File: src/rtl/arm_pkg.sv
// rtl/arm_pkg.sv - shared core constants and helpers for the ARM pipeline
package arm_pkg;
    localparam int WORD_W = 32;
    localparam logic [WORD_W-1:0] NOP_INSTR        = 32'd0;
    localparam logic [WORD_W-1:0] DEFAULT_RESET_PC = 32'd0;
    localparam logic [WORD_W-1:0] DEFAULT_PC_STEP  = 32'd4;

    // Instruction fetches are word-granular; low address bits are ignored.
    function automatic logic [WORD_W-1:0] align_word(input logic [WORD_W-1:0] addr);
        return addr & ~32'd3;
    endfunction
endpackage

File: src/rtl/if_stage_if.sv
// rtl/if_stage_if.sv - fetch-stage bundle: control, instruction memory and IF/ID outputs
interface if_stage_if;
    import arm_pkg::*;
    logic              freeze;
    logic              branch_taken;
    logic [WORD_W-1:0] branch_address;
    logic [WORD_W-1:0] PC_in;
    logic [WORD_W-1:0] instruction;
    logic [WORD_W-1:0] if_pc;
    logic [WORD_W-1:0] if_instruction;
    logic              if_valid;
    logic [WORD_W-1:0] fetch_count;

    modport master (
        output freeze, branch_taken, branch_address, instruction,
        input  PC_in, if_pc, if_instruction, if_valid, fetch_count
    );

    modport slave (
        input  freeze, branch_taken, branch_address, instruction,
        output PC_in, if_pc, if_instruction, if_valid, fetch_count
    );
endinterface

File: src/rtl/if_id_reg.sv
// rtl/if_id_reg.sv - pipeline register with flush, freeze and valid tracking
module if_id_reg
    import arm_pkg::*;
(
    input  logic              clk,
    input  logic              rst,
    input  logic              flush,
    input  logic              freeze,
    input  logic [WORD_W-1:0] pc_d,
    input  logic [WORD_W-1:0] instr_d,
    output logic [WORD_W-1:0] pc_q,
    output logic [WORD_W-1:0] instr_q,
    output logic              valid_q
);
    // Flush beats freeze so a redirect never leaves a stale instruction behind.
    always_ff @(posedge clk) begin
        if (rst || flush) begin
            pc_q    <= '0;
            instr_q <= NOP_INSTR;
            valid_q <= 1'b0;
        end else if (!freeze) begin
            pc_q    <= pc_d;
            instr_q <= instr_d;
            valid_q <= 1'b1;
        end
    end
endmodule

File: src/rtl/if_stage.sv
// rtl/if_stage.sv - instruction fetch: PC register, next-PC mux, IF/ID register, fetch counter
module if_stage
    import arm_pkg::*;
#(
    parameter logic [WORD_W-1:0] RESET_PC = DEFAULT_RESET_PC,
    parameter logic [WORD_W-1:0] PC_STEP  = DEFAULT_PC_STEP
) (
    input  logic         clk,
    input  logic         rst,
    if_stage_if.slave    bus
);
    logic [WORD_W-1:0] pc;
    logic [WORD_W-1:0] pc_plus;
    logic [WORD_W-1:0] pc_next;
    logic              capture;
    logic [WORD_W-1:0] count;

    assign pc_plus   = pc + PC_STEP;
    assign bus.PC_in = pc;
    assign capture   = !bus.branch_taken && !bus.freeze;

    always_comb begin
        pc_next = pc_plus;
        if (bus.branch_taken) begin
            pc_next = align_word(bus.branch_address);
        end else if (bus.freeze) begin
            pc_next = pc;
        end
    end

    always_ff @(posedge clk) begin
        if (rst) begin
            pc    <= RESET_PC;
            count <= '0;
        end else begin
            pc <= pc_next;
            if (capture) begin
                count <= count + 32'd1;
            end
        end
    end

    assign bus.fetch_count = count;

    if_id_reg u_if_id_reg (
        .clk     (clk),
        .rst     (rst),
        .flush   (bus.branch_taken),
        .freeze  (bus.freeze),
        .pc_d    (pc_plus),
        .instr_d (bus.instruction),
        .pc_q    (bus.if_pc),
        .instr_q (bus.if_instruction),
        .valid_q (bus.if_valid)
    );
endmodule

File: src/flat_wrapper.sv
// flat-port wrapper written by rule: the top's interface ports become plain ports
module if_stage_flat import arm_pkg::*;
#(
    parameter logic [WORD_W-1:0] RESET_PC = DEFAULT_RESET_PC,
    parameter logic [WORD_W-1:0] PC_STEP  = DEFAULT_PC_STEP
)
  (clk, rst, bus_freeze, bus_branch_taken, bus_branch_address, bus_instruction, bus_PC_in, bus_if_pc, bus_if_instruction, bus_if_valid, bus_fetch_count);
  if_stage_if bus_i ();
  input  logic clk;
  input  logic rst;
  input wire logic [$bits(bus_i.freeze)-1:0] bus_freeze;
  input wire logic [$bits(bus_i.branch_taken)-1:0] bus_branch_taken;
  input wire logic [$bits(bus_i.branch_address)-1:0] bus_branch_address;
  input wire logic [$bits(bus_i.instruction)-1:0] bus_instruction;
  output wire logic [$bits(bus_i.PC_in)-1:0] bus_PC_in;
  output wire logic [$bits(bus_i.if_pc)-1:0] bus_if_pc;
  output wire logic [$bits(bus_i.if_instruction)-1:0] bus_if_instruction;
  output wire logic [$bits(bus_i.if_valid)-1:0] bus_if_valid;
  output wire logic [$bits(bus_i.fetch_count)-1:0] bus_fetch_count;
  assign bus_i.freeze = bus_freeze;
  assign bus_i.branch_taken = bus_branch_taken;
  assign bus_i.branch_address = bus_branch_address;
  assign bus_i.instruction = bus_instruction;
  assign bus_PC_in = bus_i.PC_in;
  assign bus_if_pc = bus_i.if_pc;
  assign bus_if_instruction = bus_i.if_instruction;
  assign bus_if_valid = bus_i.if_valid;
  assign bus_fetch_count = bus_i.fetch_count;
  if_stage #(.RESET_PC(RESET_PC), .PC_STEP(PC_STEP)) u_core (.clk(clk), .rst(rst), .bus(bus_i));
endmodule
File: config.mk
export PLATFORM = sky130hd
export DESIGN_NAME = if_stage_flat
export DESIGN_NICKNAME = d
export VERILOG_FILES = /design/src/rtl/arm_pkg.sv /design/src/rtl/if_stage_if.sv /design/src/rtl/if_id_reg.sv /design/src/rtl/if_stage.sv /design/src/flat_wrapper.sv
export SDC_FILE = /design/constraint.sdc
export NUM_CORES = 1
export LEC_CHECK = 0
export CAP_MARGIN = 20
export CORE_ASPECT_RATIO = 1.4
export CORE_MARGIN = 1.5
export CORE_UTILIZATION = 40
export DETAILED_ROUTE_END_ITERATION = 8
export PLACE_DENSITY = 0.75
export SLEW_MARGIN = 20
export SYNTH_ARGS = -nofsm -noshare
export SYNTH_HDL_FRONTEND = slang
export SYNTH_SLANG_ARGS = --single-unit
File: constraint.sdc
create_clock -name clk -period 3.9 [get_ports clk]
set_input_delay 0.585 -clock clk [delete_from_list [all_inputs] [get_ports clk]]
set_output_delay 0.585 -clock clk [all_outputs]
set_load 0.005 [all_outputs]
==> impl_metrics.tcl, run 1 <==
set metrics [dict create \
    worstSetupPathType "primary input to flop" \
    clock_skew_ns 0.00957 \
    crit_path_end_kind "flop" \
    synth.top_cell.area_share 0.444 \
    area.growth.synth_to_final_pct 46.6 \
    hpwlAfterDp_mm 11.3 \
    cts_repair_resize_count 0 \
    tightest_slew_ns 0.698 \
    n_antenna_cell 0 \
    clkPwrFrac 0.487 \
    wl_per_cell_um 15.6 \
    fmax_ghz 0.412 \
    grt_busiest_layer "met2" \
    drt_iter0_markers 164 \
    gr-usage-met1 0.252 \
    syn_area_mm2 0.00564 \
    ant_nets 0 \
    die_y_um 143 \
    fin_util 0.597 \
    grt_overflow 0 \
    cts_setup_buffers 0 \
    wl_mm 16.0 \
    timing.rr.start "u_core.bus.PC_in[5]$_SDFFE_PP0P_" \
    synth_top_family_by_area "simple AND/OR/NAND/NOR gates" \
    yosys_warnings 0 \
    yosysMostFrequentCell "dfxtp_1" \
    grt_pass1_vias 5136 \
    vias 5302 \
    gp_congestion 0.867 \
    postSynthCellCount 654 \
    synth_edf_count 0 \
    tns_ns 0 \
    relSlewSlack 0.535 \
    grt_max_degree 51 \
    synth_area_leader_cell "dfxtp_1" \
    port_buffers 190 \
    peakVddDrop_uv 266 \
    power_density_mw_per_mm2 401 \
    use_met2 0.371 \
    clock_path_buffers 2 \
    drcViolationCount 0 \
    power_frac_comb 0.097 \
    crit_path_start_kind "primary input" \
    hold_viol 0 \
    num_rows 51 \
    p_sw_frac 0.236 \
    drive_gt1_frac 0.0652 \
    cts_tree "yes" \
    synth_fa_ha_area_frac 0.00444 \
    ys_seq_area_frac 0.444 \
    rrSetupSlack_ns 1.54 \
    p_int_mw 2.53 \
    nNetsFinal 901 \
    seq_power_share 0.416 \
    start_util 0.407 \
    fp.dieW_um 103 \
    ys.flop_type "dfxtp_1" \
    dieArea_mm2 0.0148 \
    cts_sinks 125 \
    synth-seq-cells 125 \
    synthArstFlopShare 0 \
    rsz0062_at_grt "false" \
    slew_viol_final 0 \
    synthXorXnorAreaFrac 0.112 \
    cts_inserted_buffers 17 \
    hp-class "flop to flop" \
    htreeDepth 4 \
    cts-hold-fix-buffers 0 \
    dr.pass1.iters 6 \
    max_cap_viol_count 0 \
    worstPathArrival_ns 2.76 \
    syn_area_per_cell_um2 8.62 \
    grt_usage 0.220 \
    clk_pin_slew_ns 0.06 \
    io_pins 197 \
    core_area_mm2 0.0138 \
    grt_pass1_wl_mm 25.4 \
    clkLatencyLatePin_ns 0.41 \
    fin_crit_sh 0.623 \
    r2r_cells 5 \
    yosys-top-cells-area "dfxtp_1 (44%), xor2_1 (8.1%), nor2_1 (7.0%)" \
    worstPathMaxFanout 18 \
    critPathRequiredTime_ns 4.24 \
    synthSimpleGateAreaFrac 0.220 \
    r2r_end "u_core.u_if_id_reg.pc_q[24]$_SDFFE_PP0N_" \
    p_sw_mw 0.781 \
    synthMuxAreaShare 0.0675 \
    setup_violations 0 \
    grt_use_met3 0.0686 \
    cts_root_buf "clkbuf_16" \
    status "completed" \
    critical_path.endpoint "u_core.bus.fetch_count[30]$_SDFFE_PP0P_" \
    antenna_found_initial 0 \
    p_leak_nw 3.00 \
    final.min_clock_period_ns 2.43 \
    synthDistinctLibCells 41 \
    critical_path.startpoint "bus_branch_taken" \
    netlist_top_cells_count "dfxtp_1 (125), nor2_1 (105), xor2_1 (52), a21oi_1 (41), mux2i_1 (38)" \
    vias_per_cell 5.16 \
    synth_compound_area_frac 0.110 \
]
-- placed cells by master, fill, tap and decap left out, types with 3 or more instances in the layout --
cell type        instances
buf_4                   11
clkbuf_16               17
a21oi_1                 41
bufinv_16                3
nand2_1                 35
nor3_2                   3
or3_1                   10
nor4_2                   4
o21ai_0                 35
xor2_1                  52
dfxtp_1                125
a211oi_1                16
xnor2_1                 20
o21a_1                   6
mux2i_1                 38
clkinvlp_4               6
nand3_1                 26
and2_1                   3
a311oi_1                 3
nand4_1                 31
nor3_1                  11
clkdlybuf4s50_1        188
and3_1                  12
inv_1                    9
nor2_1                 105
conb_1                   4
a31oi_1                  3
-- routing by layer --
layer,part of all wire,wire length (um)
met1,0.40,6470
met2,0.50,7990
met3,0.071,1140
met4,0.026,419
met5,0,0
-- sequential cells by signal (all words and copies together) (netlist names) --
| signal | flops |
|---|---|
| u_core.bus.fetch_count | 32 |
| u_core.u_if_id_reg.instr_q | 32 |
| u_core.bus.PC_in | 30 |
| u_core.u_if_id_reg.pc_q | 30 |
| u_core.u_if_id_reg.valid_q | 1 |
-- worst min path at each step --
stage / startpoint / to / depth (start not counted)
3_3_place_gp: u_core.u_if_id_reg.valid_q$_SDFFE_PP0N_ / u_core.u_if_id_reg.valid_q$_SDFFE_PP0N_ / 2
3_5_place_dp: u_core.u_if_id_reg.valid_q$_SDFFE_PP0N_ / u_core.u_if_id_reg.valid_q$_SDFFE_PP0N_ / 2
6_report: u_core.u_if_id_reg.valid_q$_SDFFE_PP0N_ / u_core.u_if_id_reg.valid_q$_SDFFE_PP0N_ / 2
4_1_cts: u_core.u_if_id_reg.valid_q$_SDFFE_PP0N_ / u_core.u_if_id_reg.valid_q$_SDFFE_PP0N_ / 2
2_1_floorplan: u_core.u_if_id_reg.valid_q$_SDFFE_PP0N_ / u_core.u_if_id_reg.valid_q$_SDFFE_PP0N_ / 2
5_1_grt: u_core.u_if_id_reg.valid_q$_SDFFE_PP0N_ / u_core.u_if_id_reg.valid_q$_SDFFE_PP0N_ / 2
-- final cells by class --
cell class              count  area, um^2
fillers                  1212        5580
multi-input cells         477        2920
flip-flops and latches    125        2500
repair buffers            201        1970
clock buffers              18         439
well taps                 185         231
clock inverters            13         166
inverters                   9        33.8
-- cell families (layout without fill, tap and decap cells) --
| kind of cell | count (synthesis) | count (layout) |
|---|---|---|
| compound gates | 108 | 108 |
| xor+xnor | 72 | 72 |
| fa+ha+maj | 2 | 2 |
| buf+inv | 55 | 241 |
| flops | 125 | 125 |
| mux | 38 | 38 |
| other cells | 1 | 4 |
| simple gates | 253 | 253 |
-- critical path: stages --
cell and delay, ns:
clkdlybuf4s50_1 0.40, buf_4 0.20, or3b_4 0.42, nor2_2 0.31, nand2_1 0.18, or4_1 0.52
a21oi_1 0.14
-- power by group through the flow --
stage | clock network (mW) | logic [mW] | registers [mW]
2_1_floorplan | 0 | 0.148 | 1.39
3_3_place_gp | 0 | 0.321 | 1.40
3_5_place_dp | 0 | 0.324 | 1.40
4_1_cts | 1.65 | 0.326 | 1.38
5_1_grt | 1.70 | 0.356 | 1.38
6_report | 1.61 | 0.323 | 1.38
-- stage by stage --
step	hold WS [ns]	setup slack (ns)	power [mW]	std cells	area [um^2]
after global routing	0.483	1.33	3.44	1028	8260
after floorplan	0.447	1.72	1.54	657	5650
after global placement	0.436	1.08	1.72	997	7660
after detailed placement	0.440	1.06	1.73	997	7660
final	0.448	1.47	3.32	1028	8260
after CTS	0.448	1.48	3.35	1028	8260
Power figures use the tool's default switching activity.
==> run 2: changes to the inputs <==
==> constraint.sdc (replaced) <==
create_clock -name clk -period 2.4 [get_ports clk]
set_input_delay 0.36 -clock clk [delete_from_list [all_inputs] [get_ports clk]]
set_output_delay 0.36 -clock clk [all_outputs]
set_load 0.005 [all_outputs]
==> impl_metrics.tcl, run 2 (synthesis gave the netlist of run 1 again) <==
set metrics [dict create \
    drt_iter0_markers 132 \
    pre_cts_slack_ns 0.0686 \
    gp_congestion 0.864 \
    critPathRequiredTime_ns 2.74 \
    vias 5368 \
    nNetsFinal 923 \
    hpwlAfterDp_mm 11.5 \
    rrSetupSlack_ns 0.25 \
    grt_overflow 0 \
    whs_ns 0.411 \
    critical_path.endpoint "u_core.bus.fetch_count[14]$_SDFFE_PP0P_" \
    area.growth.synth_to_final_pct 50.5 \
    core_area_mm2 0.0138 \
    r2r_cells 5 \
    hp-class "primary input to flop" \
    peakVddDrop_uv 483 \
    status "completed" \
    setup_violations 0 \
    cts-hold-fix-buffers 0 \
    htreeDepth 4 \
    num_rows 51 \
    grt_pass1_vias 5157 \
    timing.rr.start "u_core.bus.fetch_count[0]$_SDFFE_PP0P_" \
    ant_nets 0 \
    cts_setup_buffers 0 \
    worstSetupPathType "flop to flop" \
    finalWorstSetupSlack_ns 0.247 \
    crit_path_end_kind "flop" \
    finalPower_mw 5.53 \
    slew_viol_final 0 \
    r2r_end "u_core.bus.fetch_count[14]$_SDFFE_PP0P_" \
    fin_crit_sh 0.897 \
    crit_path_start_kind "flop" \
    die_y_um 143 \
    clock_skew_ns 0.00748 \
    fmax_ghz 0.464 \
    clkLatencyLatePin_ns 0.41 \
    cts_tree "yes" \
    drcViolationCount 0 \
    worstPathMaxFanout 6 \
    max_cap_viol_count 0 \
    relSlewSlack 0.654 \
    n_antenna_cell 0 \
    io_pins 197 \
    grt_usage 0.219 \
    port_buffers 190 \
    tightest_slew_ns 0.515 \
    final_common_cell "clkdlybuf4s50_1" \
    fp.dieW_um 103 \
    cts_sinks 125 \
    antenna_found_initial 0 \
    final_cell_mix "clkdlybuf4s50_1 (188), dfxtp_1 (125), nor2_1 (105), xor2_1 (52), a21oi_1 (41)" \
    clk_pin_slew_ns 0.06 \
    rsz0062_at_grt "false" \
    dr.pass1.iters 4 \
    drive_gt1_frac 0.0889 \
    wl_mm 16.3 \
    cts_root_buf "clkbuf_16" \
    cts_repair_resize_count 0 \
    worstPathArrival_ns 2.49 \
    final.min_clock_period_ns 2.15 \
    vias_per_cell 5.11 \
    grt_pass1_wl_mm 25.2 \
    hold_viol 0 \
    cts_inserted_buffers 17 \
    dieArea_mm2 0.0148 \
    wl_per_cell_um 15.5 \
    start_util 0.407 \
    critical_path.startpoint "u_core.bus.fetch_count[0]$_SDFFE_PP0P_" \
    p_leak_nw 3.15 \
    clock_path_buffers 2 \
    power_density_mw_per_mm2 652 \
    grt_max_degree 43 \
    tns_ns 0 \
]
run 2: where the power goes:
| group | leakage, nW | total [mW] | internal, mW | switching [mW] |
|---|---|---|---|---|
| logic | 1.83 | 0.559 | 0.327 | 0.233 |
| clock network | 0.309 | 2.75 | 1.82 | 0.931 |
| registers | 1.02 | 2.23 | 2.15 | 0.0769 |
| total | 3.15 | 5.53 | 4.29 | 1.24 |
run 2: routing by layer:
metal	up-vias	track usage	routed length, um
li1	2661	-	-
met1	2499	0.254	6590
met2	178	0.372	8110
met3	30	0.0627	1130
met4	0	0.0967	424
met5	-	0	0
run 2: area by class of cell:
| cell class | instances | area, um^2 |
|---|---|---|
| Tap cell | 185 | 231 |
| Clock buffer | 21 | 470 |
| Multi-Input combinational cell | 477 | 2920 |
| Timing Repair Buffer | 223 | 2160 |
| Inverter | 9 | 33.8 |
| Clock inverter | 11 | 164 |
| Sequential cell | 125 | 2500 |
| Fill cell | 1203 | 5360 |
run 2: worst min path at each step:
stage	from	endpoint	slack, ns	cells after the start
2_1_floorplan	u_core.u_if_id_reg.valid_q$_SDFFE_PP0N_	u_core.u_if_id_reg.valid_q$_SDFFE_PP0N_	0.45	2
3_3_place_gp	u_core.u_if_id_reg.valid_q$_SDFFE_PP0N_	u_core.u_if_id_reg.valid_q$_SDFFE_PP0N_	0.44	2
3_5_place_dp	u_core.u_if_id_reg.valid_q$_SDFFE_PP0N_	u_core.u_if_id_reg.valid_q$_SDFFE_PP0N_	0.46	2
4_1_cts	rst	u_core.bus.PC_in[10]$_SDFFE_PP0P_	0.39	2
5_1_grt	rst	u_core.bus.PC_in[10]$_SDFFE_PP0P_	0.41	2
6_report	rst	u_core.bus.PC_in[5]$_SDFFE_PP0P_	0.41	2
run 2: worst max-delay path, stage by stage (launching register included):
cell and delay [ns]:
dfxtp_1 0.43, ha_1 0.19, or3b_4 0.37, or4_1 0.59, or3_1 0.36, a21oi_1 0.14
run 2: metrics by stage:
| stage | instances | area, um^2 | util |
|---|---|---|---|
| after detailed placement | 1019 | 7850 | 0.567 |
| after global placement | 1019 | 7850 | 0.567 |
| after CTS | 1051 | 8480 | 0.613 |
| after global routing | 1051 | 8480 | 0.613 |
| after floorplan | 657 | 5650 | - |
| final | 1051 | 8480 | 0.613 |
